--- config.mk ---
export PLATFORM = sky130hd
export DESIGN_NAME = cia_interrupt_flat
export DESIGN_NICKNAME = d
export VERILOG_FILES = /design/src/rtl/cia_pkg.sv /design/src/rtl/cia_interrupt_if.sv /design/src/rtl/cia_interrupt.sv /design/src/flat_wrapper.sv
export SDC_FILE = /design/constraint.sdc
export NUM_CORES = 1
export LEC_CHECK = 0
export CAP_MARGIN = 20
export CORE_MARGIN = 3
export CORE_UTILIZATION = 40
export DETAILED_ROUTE_END_ITERATION = 8
export GPL_ROUTABILITY_DRIVEN = 0
export PLACE_DENSITY = 0.79
export SETUP_SLACK_MARGIN = 0.05
export SLEW_MARGIN = 25
export SYNTH_ARGS = -nofsm -noshare
export SYNTH_HDL_FRONTEND = slang
export SYNTH_SLANG_ARGS = --single-unit
--- constraint.sdc ---
create_clock -name clk -period 3.4 [get_ports clk]
set_input_delay 0.34 -clock clk [delete_from_list [all_inputs] [get_ports clk]]
set_output_delay 0.34 -clock clk [all_outputs]
set_load 0.03 [all_outputs]
--- src/rtl/cia_pkg.sv ---
// Shared types for the CIA interrupt control register: chip model selector
// and the packed ICR read view.
package cia;

    typedef enum logic {
        MOS6526 = 1'b0,
        MOS8521 = 1'b1
    } model_t;

    typedef struct packed {
        logic       ir;
        logic [1:0] unused;
        logic [4:0] flags;
    } icr_t;

    localparam logic [3:0] ICR_ADDR_DEFAULT = 4'hD;

endpackage

--- src/rtl/cia_interrupt_if.sv ---
// CPU-side register bus of the CIA interrupt block: strobed read/write
// controls, address and write data, plus the combinational ICR read view.
interface cia_interrupt_if;

    logic      rd;
    logic      we;
    logic [3:0] addr;
    logic [7:0] data;
    cia::icr_t regs;

    modport master (output rd, we, addr, data, input regs);
    modport slave  (input rd, we, addr, data, output regs);

endinterface

--- src/rtl/cia_interrupt.sv ---
// CIA interrupt control register: source flags, mask, IR bit and irq_n with
// model-dependent latency. Define CIA_ICR_DEBUG_EN to expose the mask register.
module cia_interrupt
    import cia::*;
#(
    parameter logic [3:0] ICR_ADDR = ICR_ADDR_DEFAULT
) (
    input  logic             clk,
    input  logic             res_n,
    input  model_t           model,
    input  logic             phi2_up,
    input  logic             phi2_dn,
    cia_interrupt_if.slave   bus,
    input  logic [4:0]       sources,
    output logic             irq_n
`ifdef CIA_ICR_DEBUG_EN
    ,
    output logic [4:0]       icr_mask
`endif
);

    logic [4:0] flags_q, flags_d;
    logic [4:0] mask_q, mask_d;
    logic       ir_q, ir_d;
    logic       dly_q, dly_d;
    logic       irq_n_q, irq_n_d;
    logic       icr_hit;
    logic       clr;
    logic       wr;
    logic       unused_inputs;

    // phi2_up and data[6:5] carry no meaning for the ICR
    assign unused_inputs = ^{phi2_up, bus.data[6:5]};

    always_comb begin
        icr_hit = (bus.addr == ICR_ADDR);
        clr     = phi2_dn && bus.rd && icr_hit;
        wr      = phi2_dn && bus.we && icr_hit;
        flags_d = flags_q;
        mask_d  = mask_q;
        ir_d    = ir_q;
        dly_d   = dly_q;
        irq_n_d = irq_n_q;
        if (phi2_dn) begin
            // A new event wins over the read-clear so it is never lost
            flags_d = (clr ? 5'b0 : flags_q) | sources;
            if (wr) begin
                mask_d = bus.data[7] ? (mask_q | bus.data[4:0])
                                     : (mask_q & ~bus.data[4:0]);
            end
            if (|(flags_d & mask_d)) begin
                ir_d = 1'b1;
            end else if (clr) begin
                ir_d = 1'b0;
            end
            dly_d = ir_d;
            // The 6526 drives irq_n one PHI2 cycle behind ir; a read releases at once
            if (model == MOS8521) begin
                irq_n_d = ~ir_d;
            end else begin
                irq_n_d = clr ? 1'b1 : ~dly_q;
            end
        end
    end

    always_ff @(posedge clk or negedge res_n) begin
        if (!res_n) begin
            flags_q <= '0;
            mask_q  <= '0;
            ir_q    <= 1'b0;
            dly_q   <= 1'b0;
            irq_n_q <= 1'b1;
        end else begin
            flags_q <= flags_d;
            mask_q  <= mask_d;
            ir_q    <= ir_d;
            dly_q   <= dly_d;
            irq_n_q <= irq_n_d;
        end
    end

    assign bus.regs = {ir_q, 2'b00, flags_q};
    assign irq_n    = irq_n_q;

`ifdef CIA_ICR_DEBUG_EN
    assign icr_mask = mask_q;
`endif

endmodule

--- src/flat_wrapper.sv ---
// flat-port wrapper written by rule: the top's interface ports become plain ports
module cia_interrupt_flat import cia::*;
#(
    parameter logic [3:0] ICR_ADDR = ICR_ADDR_DEFAULT
)
  (clk, res_n, model, phi2_up, phi2_dn, sources, irq_n, bus_rd, bus_we, bus_addr, bus_data, bus_regs);
  cia_interrupt_if bus_i ();
  input  logic clk;
  input  logic res_n;
  input  model_t model;
  input  logic phi2_up;
  input  logic phi2_dn;
  input  logic [4:0] sources;
  output logic irq_n;
  input wire logic [$bits(bus_i.rd)-1:0] bus_rd;
  input wire logic [$bits(bus_i.we)-1:0] bus_we;
  input wire logic [$bits(bus_i.addr)-1:0] bus_addr;
  input wire logic [$bits(bus_i.data)-1:0] bus_data;
  output wire logic [$bits(bus_i.regs)-1:0] bus_regs;
  assign bus_i.rd = bus_rd;
  assign bus_i.we = bus_we;
  assign bus_i.addr = bus_addr;
  assign bus_i.data = bus_data;
  assign bus_regs = bus_i.regs;
  cia_interrupt #(.ICR_ADDR(ICR_ADDR)) u_core (.clk(clk), .res_n(res_n), .model(model), .phi2_up(phi2_up), .phi2_dn(phi2_dn), .bus(bus_i), .sources(sources), .irq_n(irq_n));
endmodule
### Word-level counts from Yosys, hierarchy flattened

Cells that the tools add are included.

* bits of input ports: 24
* word-level logic and storage cells: 26
* flip-flop bits (word level): 12
* output and inout bits: 9

* bitwise gates (word level): 7
* mux-type cells: 9
* reductions and logical operators: 5
* equality and inequality tests: 1

Operators with widths (number)
* 5-bit two-way mux: 4
* 5-bit bitwise AND: 2
* 5-bit bitwise OR: 2
* 1-bit two-way mux: 5
* 5-bit inverter: 1
* 5-bit OR reduction: 1
* 4-bit == test, second input constant: 1
* 1-bit logical AND: 4
* 1-bit inverter: 2

### Logic depth before layout (Yosys ltp)

Gate-level depths: netlist (run 1).

* word-level depth: 11
* gate-level depth with buffers: 7
* mapped depth without buffers: 5

### Worst setup path after synthesis (run 1)

No wires, ideal clock.

* path kind: input to register
* from: input port bus_addr[0]
* to: register u_core.ir_q
* setup time: 126 ps
* stages: 6
* data required time: 3274 ps
* data arrival time: 1714 ps
* slack: 1560 ps
* buffers on the path: 1
* cells stage by stage: nand3_1 > or4b_4 > buf_6 > a21oi_2 > o21ai_1 > o32a_1

* cells in the longest elaborated chain, start to end: 8
* elaborated cells between the ends (all ways): 12
* classes of those cells: 1 x eq/ne; 6 x mux; 2 x bitwise; 3 x reduce/logical

RTL lines
* start: declaration: RTL line flat_wrapper.sv:17 `input wire logic [$bits(bus_i.addr)-1:0] bus_addr;`
* 4-bit == test (*): RTL line cia_interrupt.sv:36 `icr_hit = (bus.addr == ICR_ADDR);`
* 1-bit logical AND (on tied branches): RTL line cia_interrupt.sv:37, cia_interrupt.sv:38
* 5-bit two-way mux (on tied branches): RTL line cia_interrupt.sv:46, cia_interrupt.sv:47
* 5-bit bitwise OR / 5-bit two-way mux (equally long branches): RTL line cia_interrupt.sv:46, cia_interrupt.sv:44
* 5-bit bitwise AND: RTL line cia_interrupt.sv:51 `if (|(flags_d & mask_d)) begin`
* 5-bit OR reduction: RTL line cia_interrupt.sv:51
* 1-bit two-way mux (*): RTL line cia_interrupt.sv:51
* 1-bit two-way mux (*): RTL line cia_interrupt.sv:44 `if (phi2_dn) begin`
* end signal: assignment: RTL line cia_interrupt.sv:76 `ir_q <= ir_d;`
* end: declaration: RTL line cia_interrupt.sv:24 `logic ir_q, ir_d;`

Mark *: on every way between the ends. The rest lies on a longest branch, timed or not. The select of a mux whose other input is x is not followed.
A chain may end at the register's enable or synchronous reset.

### Worst setup path in the final report (run 1)

* from: input port phi2_dn
* to: register u_core.ir_q

* cells in the longest elaborated chain, start to end: 8
* elaborated cells between the ends (all ways): 13
* classes of those cells: 6 x mux; 2 x bitwise; 5 x reduce/logical

RTL lines
* start: declaration: RTL line flat_wrapper.sv:12 `input logic phi2_dn;`
* 1-bit logical AND (on tied branches) (2 in a row): RTL line cia_interrupt.sv:37, cia_interrupt.sv:38
* 5-bit two-way mux (on tied branches): RTL line cia_interrupt.sv:46, cia_interrupt.sv:47
* 5-bit bitwise OR / 5-bit two-way mux (equally long branches): RTL line cia_interrupt.sv:46, cia_interrupt.sv:44
* 5-bit bitwise AND: RTL line cia_interrupt.sv:51
* 5-bit OR reduction: RTL line cia_interrupt.sv:51
* 1-bit two-way mux: RTL line cia_interrupt.sv:51
* 1-bit two-way mux: RTL line cia_interrupt.sv:44

Several ways; a longest one is shown, not always the timed one. The select of a mux whose other input is x is not followed.

==> flow_metrics.py, run 1 <==
metrics = {
    "placed_design": {
        "place_ws_ns": 0.8956,
        "dp_cells": 94,
        "dpl_cell_area_sq_um": 865.8,
        "dpl.hpwl_um": 993.7,
        "portBuffers": 27,
    },
    "worst_setup_path": {
        "crit_required_ns": 3.55,
        "critPathKind": "primary input to flip-flop",
        "reg2reg_from": "u_core.ir_q",
        "cp.arrival_ns": 2.37,
        "start_kind": "primary input",
        "endpoint_kind": "flip-flop",
        "ff2ff_path_depth": 3,
        "regToRegEndpoint": "u_core.ir_q",
        "crit_path_end": "u_core.ir_q",
        "r2r_setup_slack_ns": 2.18,
        "path_max_fanout": 10,
        "crit_start": "phi2_dn",
    },
    "job": {
        "maxCapViolCount": 0,
    },
    "yosys": {
        "synth_top_area_cell": "dfrtp_1",
        "synth_edf_count": 0,
        "synth-seq-cells": 12,
        "yosysWarnings": 0,
        "synthFlopType": "dfrtp_1",
        "synthDistinctLibCells": 22,
        "syn_area_sq_um": 618.1,
        "synth_most_common_cell": "dfrtp_1",
        "synth_common_cells": "dfrtp_1, inv_1, a21oi_1, mux2i_1, nor4b_1",
        "synth_cells": 56,
        "synth_top_area_share_pct": 44.53,
        "async_flop_share_pct": 100.0,
        "seq_area_frac_synth_pct": 48.79,
        "synth.avg_cell_area_sq_um": 11.04,
        "synthTopCellsByArea": "dfrtp_1, mux2i_1, nor4b_1",
    },
    "power_and_ir_drop": {
        "p_total_mw": 0.3209,
        "leakagePower_nw": 0.3753,
        "ir_drop_v": 0.0002032,
        "power_density_nw_per_um2": 359.7,
    },
    "clocking": {
        "cts_made_buffers": 3,
        "clk_path_buf_depth": 2,
        "cts_tree": "done",
        "cts.sinks": 12,
        "clk_transition_reported_paths_ns": 0.07,
        "cts.htree.levels": 1,
        "ctsResizeCount": 0,
        "postCtsSetupBuffers": 0,
        "cts-hold-fix-buffers": 0,
        "cts-root-buf": "clkbuf_4",
        "insertion_delay_ns": 0.27,
    },
    "grt": {
        "grt_max_degree": 13,
        "grt_use_total_pct": 14.57,
        "grt_antenna_before_repair": 0,
        "grt_pass1_vias": 518,
        "grt_pass1_wl_um": 2125,
        "grt-ovfl-total": 0,
    },
    "sta": {
        "fin_crit_sh_pct": 65.18,
        "finalCriticalPeriod_ns": 2.216,
        "finalSetupTns_ns": 0,
        "rsz0062_at_grt": "false",
        "tightest_slew_ns": 0.5066,
        "setup_viol": 0,
        "max_clock_freq_ghz": 0.4512,
        "finalHoldViolCount": 0,
        "setup_ws_ns": 1.184,
        "clock_skew_ns": 0.006322,
        "relSlewSlack_pct": 66.12,
        "slew_violations": 0,
        "worst_hold_slack_ns": 0.4025,
    },
    "finish": {
        "fin_area_sq_um": 892.1,
        "num-fill-cells": 110,
        "multi_input_area_sq_um": 249.0,
        "syn_to_final_growth_pct": 44.33,
        "utilization_pct": 65.29,
        "nets": 108,
        "fin_cells": 98,
        "drive_above_1_share_pct": 13.25,
        "diodes": 0,
        "regArea_sq_um": 301.5,
    },
    "drt": {
        "viasPerCell": 5.337,
        "wire_per_inst_um": 12.85,
        "drc_errors": 0,
        "drt_first_pass_iters": 4,
        "ant_nets": 0,
        "first_iter_violations": 11,
        "routed_wl_um": 1259,
        "routed-via-count": 523,
    },
    "run_status": {
        "status": "finished, final reports clean",
    },
    "floorplan": {
        "rows": 13,
        "io_pins": 33,
        "die_area_sq_um": 2053,
        "die_h_um": 45.31,
        "die_x_um": 45.31,
        "core_sq_um": 1366,
        "start_util_pct": 45.24,
    },
    "hold_path": {
        "worstHoldPathType": "primary input to asynchronous set/reset pin",
    },
}
[placed cells by master, fill, tap and decap left out, types with 2 or more instances in the layout]
| cell | instances |
|---|---|
| dfrtp_1 | 11 |
| clkbuf_4 | 3 |
| conb_1 | 2 |
| o22ai_1 | 2 |
| nor4b_1 | 5 |
| a22o_2 | 4 |
| a21oi_1 | 5 |
| clkdlybuf4s50_1 | 27 |
| inv_1 | 6 |
| mux2i_1 | 5 |
[final cells by class]
type	count	area share (%)
Sequential cell	12	33.80
Timing Repair Buffer	27	30.29
Multi-Input combinational cell	33	27.91
Clock buffer	4	2.945
Inverter	7	2.945
Tap cell	15	2.104
[cell families after synthesis]
family	Yosys count	share of synthesized area, %
and+or+nand+nor	9	11.33
buffers and inverters	12	11.54
DFF	12	48.79
muxes	5	8.097
other	1	0.6067
AOI/OAI and AO/OA	17	19.63
[layer usage]
metal | track usage [%] | wire length [um] | vias to the layer above | share of wire [%]
li1 | - | - | 255 | -
met1 | 18.14 | 545 | 235 | 43
met2 | 21.75 | 530 | 28 | 42
met3 | 3.586 | 138 | 5 | 11
met4 | 10.53 | 44 | 0 | 3.5
met5 | 0 | 0 | - | 0
[sequential cells by signal, indices dropped and copies added (netlist names)]
name,flops
u_core.mask_q,5
u_core.flags_q,5
u_core.ir_q,1
u_core.irq_n,1
[how the worst min path moves through the flow]
stage	from	endpoint	slack, ns
6_report	res_n	u_core.mask_q[4]	0.40
5_1_grt	res_n	u_core.mask_q[4]	0.45
4_1_cts	res_n	u_core.mask_q[4]	0.42
3_5_place_dp	u_core.mask_q[0]	u_core.mask_q[0]	0.47
3_3_place_gp	u_core.mask_q[0]	u_core.mask_q[0]	0.46
2_1_floorplan	res_n	u_core.flags_q[0]	0.04
[worst max-delay path, stage by stage]
cell and delay, ns:
clkdlybuf4s50_1 0.67, inv_2 0.08, or4b_4 0.62, a21oi_1 0.20, o22ai_1 0.11, o32a_1 0.34
[power by group]
| group | switching, mW | internal [mW] | total, mW |
|---|---|---|---|
| sequential | 0.00451 | 0.155 | 0.160 |
| combinational | 0.0348 | 0.0379 | 0.0727 |
| clock | 0.0432 | 0.0454 | 0.0886 |
Power figures use the tool's default switching activity.
==> run 2: changes to the inputs <==
Settings changed: CORE_UTILIZATION 40 to 34, PLACE_DENSITY 0.79 to 0.71.
Clock period 3.4 ns to 1.8 ns, I/O delays scaled along.
==> flow_metrics.py, run 2 (synthesis gave the netlist of run 1 again) <==
metrics = {
    "run_status": {
        "status": "finished, final reports clean",
    },
    "worst_setup_path": {
        "cp.arrival_ns": 1.88,
        "crit_start": "bus_we",
        "cp_cell_sequence": "clkdlybuf4s50_1 > nand2_4 > nor4b_4 > buf_4 > mux2i_4 > o22ai_2 > o32a_1",
        "slowest_delay_ns": 0.51,
        "ff2ff_path_depth": 3,
        "path_max_fanout": 5,
        "r2r_setup_slack_ns": 0.63,
        "critPathKind": "primary input to flip-flop",
        "crit_required_ns": 1.96,
        "regToRegEndpoint": "u_core.ir_q",
        "start_kind": "primary input",
        "crit_path_end": "u_core.ir_q",
        "cp_slowest_cell": "clkdlybuf4s50_1",
        "reg2reg_from": "u_core.mask_q[4]",
        "endpoint_kind": "flip-flop",
    },
    "finish": {
        "utilization_pct": 70.34,
        "fin_area_sq_um": 1134,
        "final_common_cell": "clkdlybuf4s50_1",
        "biggestRegsByFlops": "u_core.flags_q (5), u_core.mask_q (5)",
        "syn_to_final_growth_pct": 83.40,
        "fin_cells": 119,
        "final_cell_mix": "clkdlybuf4s50_1, buf_4, dfrtp_1",
        "num-fill-cells": 130,
        "diodes": 0,
        "drive_above_1_share_pct": 43.16,
        "nets": 120,
    },
    "grt": {
        "grt-ovfl-total": 0,
        "grt_use_total_pct": 15.51,
        "grt_max_degree": 13,
        "grt_pass1_wl_um": 2877,
        "grt_antenna_before_repair": 0,
        "grt_pass1_vias": 655,
    },
    "sta": {
        "relSlewSlack_pct": 63.98,
        "finalSetupTns_ns": 0,
        "setup_viol": 0,
        "tightest_slew_ns": 0.5387,
        "rsz0062_at_grt": "false",
        "finalHoldViolCount": 0,
        "max_clock_freq_ghz": 0.5798,
        "fin_crit_sh_pct": 95.82,
        "slew_violations": 0,
        "worst_hold_slack_ns": 0.2574,
        "finalCriticalPeriod_ns": 1.725,
        "setup_ws_ns": 0.07524,
        "clock_skew_ns": 0.003101,
    },
    "job": {
        "maxCapViolCount": 0,
    },
    "clocking": {
        "insertion_delay_ns": 0.27,
        "cts-root-buf": "clkbuf_4",
        "cts.sinks": 12,
        "cts_tree": "done",
        "clk_transition_reported_paths_ns": 0.08,
        "cts_made_buffers": 3,
        "clk_path_buf_depth": 2,
        "cts.htree.levels": 1,
        "cts-hold-fix-buffers": 0,
    },
    "floorplan": {
        "start_util_pct": 38.35,
        "io_pins": 33,
        "core_sq_um": 1612,
        "die_x_um": 48.64,
        "die_h_um": 48.64,
        "die_area_sq_um": 2365,
        "rows": 14,
    },
    "placed_design": {
        "dp_cells": 113,
        "dpl_cell_area_sq_um": 952.2,
        "dpl.hpwl_um": 1207,
        "place_ws_ns": -0.4003,
        "portBuffers": 27,
    },
    "power_and_ir_drop": {
        "ir_drop_v": 0.0004684,
        "leakagePower_nw": 0.4838,
        "p_total_mw": 0.7064,
        "p_seq_share_pct": 43.3,
        "power_density_nw_per_um2": 623.1,
        "p_int_mw": 0.5144,
        "pwr-share-clk_pct": 30.0,
        "power_frac_comb_pct": 26.7,
        "sw_frac_of_total_pct": 27.18,
        "switching_power_mw": 0.1920,
    },
    "drt": {
        "first_iter_violations": 5,
        "routed_wl_um": 1755,
        "drt_first_pass_iters": 4,
        "ant_nets": 0,
        "drc_errors": 0,
        "routed-via-count": 585,
        "wire_per_inst_um": 14.75,
        "viasPerCell": 4.916,
    },
    "hold_path": {
        "worstHoldPathType": "primary input to asynchronous set/reset pin",
    },
}
==> run 2: critical path, delay by kind of cell <==
kind	cells	cell delay, ns
mux	1	0.23
compound gates	2	0.45
buf+inv	2	0.68
simple gates	2	0.34
==> run 2: power by group through the flow <==
| stage | clock (mW) | sequential [mW] | combinational (mW) |
|---|---|---|---|
| 4_1_cts | 0.219 | 0.304 | 0.170 |
| 2_1_floorplan | 0 | 0.318 | 0.0587 |
| 3_3_place_gp | 0 | 0.306 | 0.157 |
| 5_1_grt | 0.234 | 0.308 | 0.201 |
| 3_5_place_dp | 0 | 0.307 | 0.159 |
| 6_report | 0.212 | 0.306 | 0.188 |
==> run 2: per-layer routing <==
layer | GRT usage, % | part of all wire [%] | wire length, um | vias to the layer above
met5 | 0 | 0 | 0 | -
met4 | 7.583 | 1.0 | 18 | 0
met3 | 5.828 | 7.5 | 132 | 2
met2 | 23.98 | 51 | 901 | 23
met1 | 18.85 | 40 | 702 | 277
li1 | - | - | - | 283
==> run 2: area by class of cell <==
type                            count  area (sq um)  share of cell area, %
Clock buffer                        4         36.28                  3.201
Inverter                            7         26.28                  2.318
Multi-Input combinational cell     33         385.4                  34.00
Sequential cell                    12         301.5                  26.60
Tap cell                           24         30.03                  2.649
Timing Repair Buffer               39         354.1                  31.24
==> run 2: what timing repair did <==
action	in CTS	in global routing
buffers inserted	2	0
setup endpoints to repair	2	2
pin swaps	7	2
gates resized for setup	19	11
==> run 2: worst min-delay path by stage <==
stage | start | slack, ns | end | depth (start not counted)
6_report | res_n | 0.26 | u_core.flags_q[1] | 1
5_1_grt | res_n | 0.28 | u_core.flags_q[1] | 1
4_1_cts | res_n | 0.27 | u_core.flags_q[1] | 1
3_5_place_dp | u_core.mask_q[1] | 0.49 | u_core.mask_q[1] | 2
3_3_place_gp | u_core.mask_q[3] | 0.47 | u_core.mask_q[3] | 2
2_1_floorplan | res_n | -0.12 | u_core.flags_q[0] | 0
==> run 3: changes to the inputs <==
Settings changed: CAP_MARGIN 20 to 0.
==> results of run 3 <==
No change in the layout: final DEF, timing and power equal those of run 2.
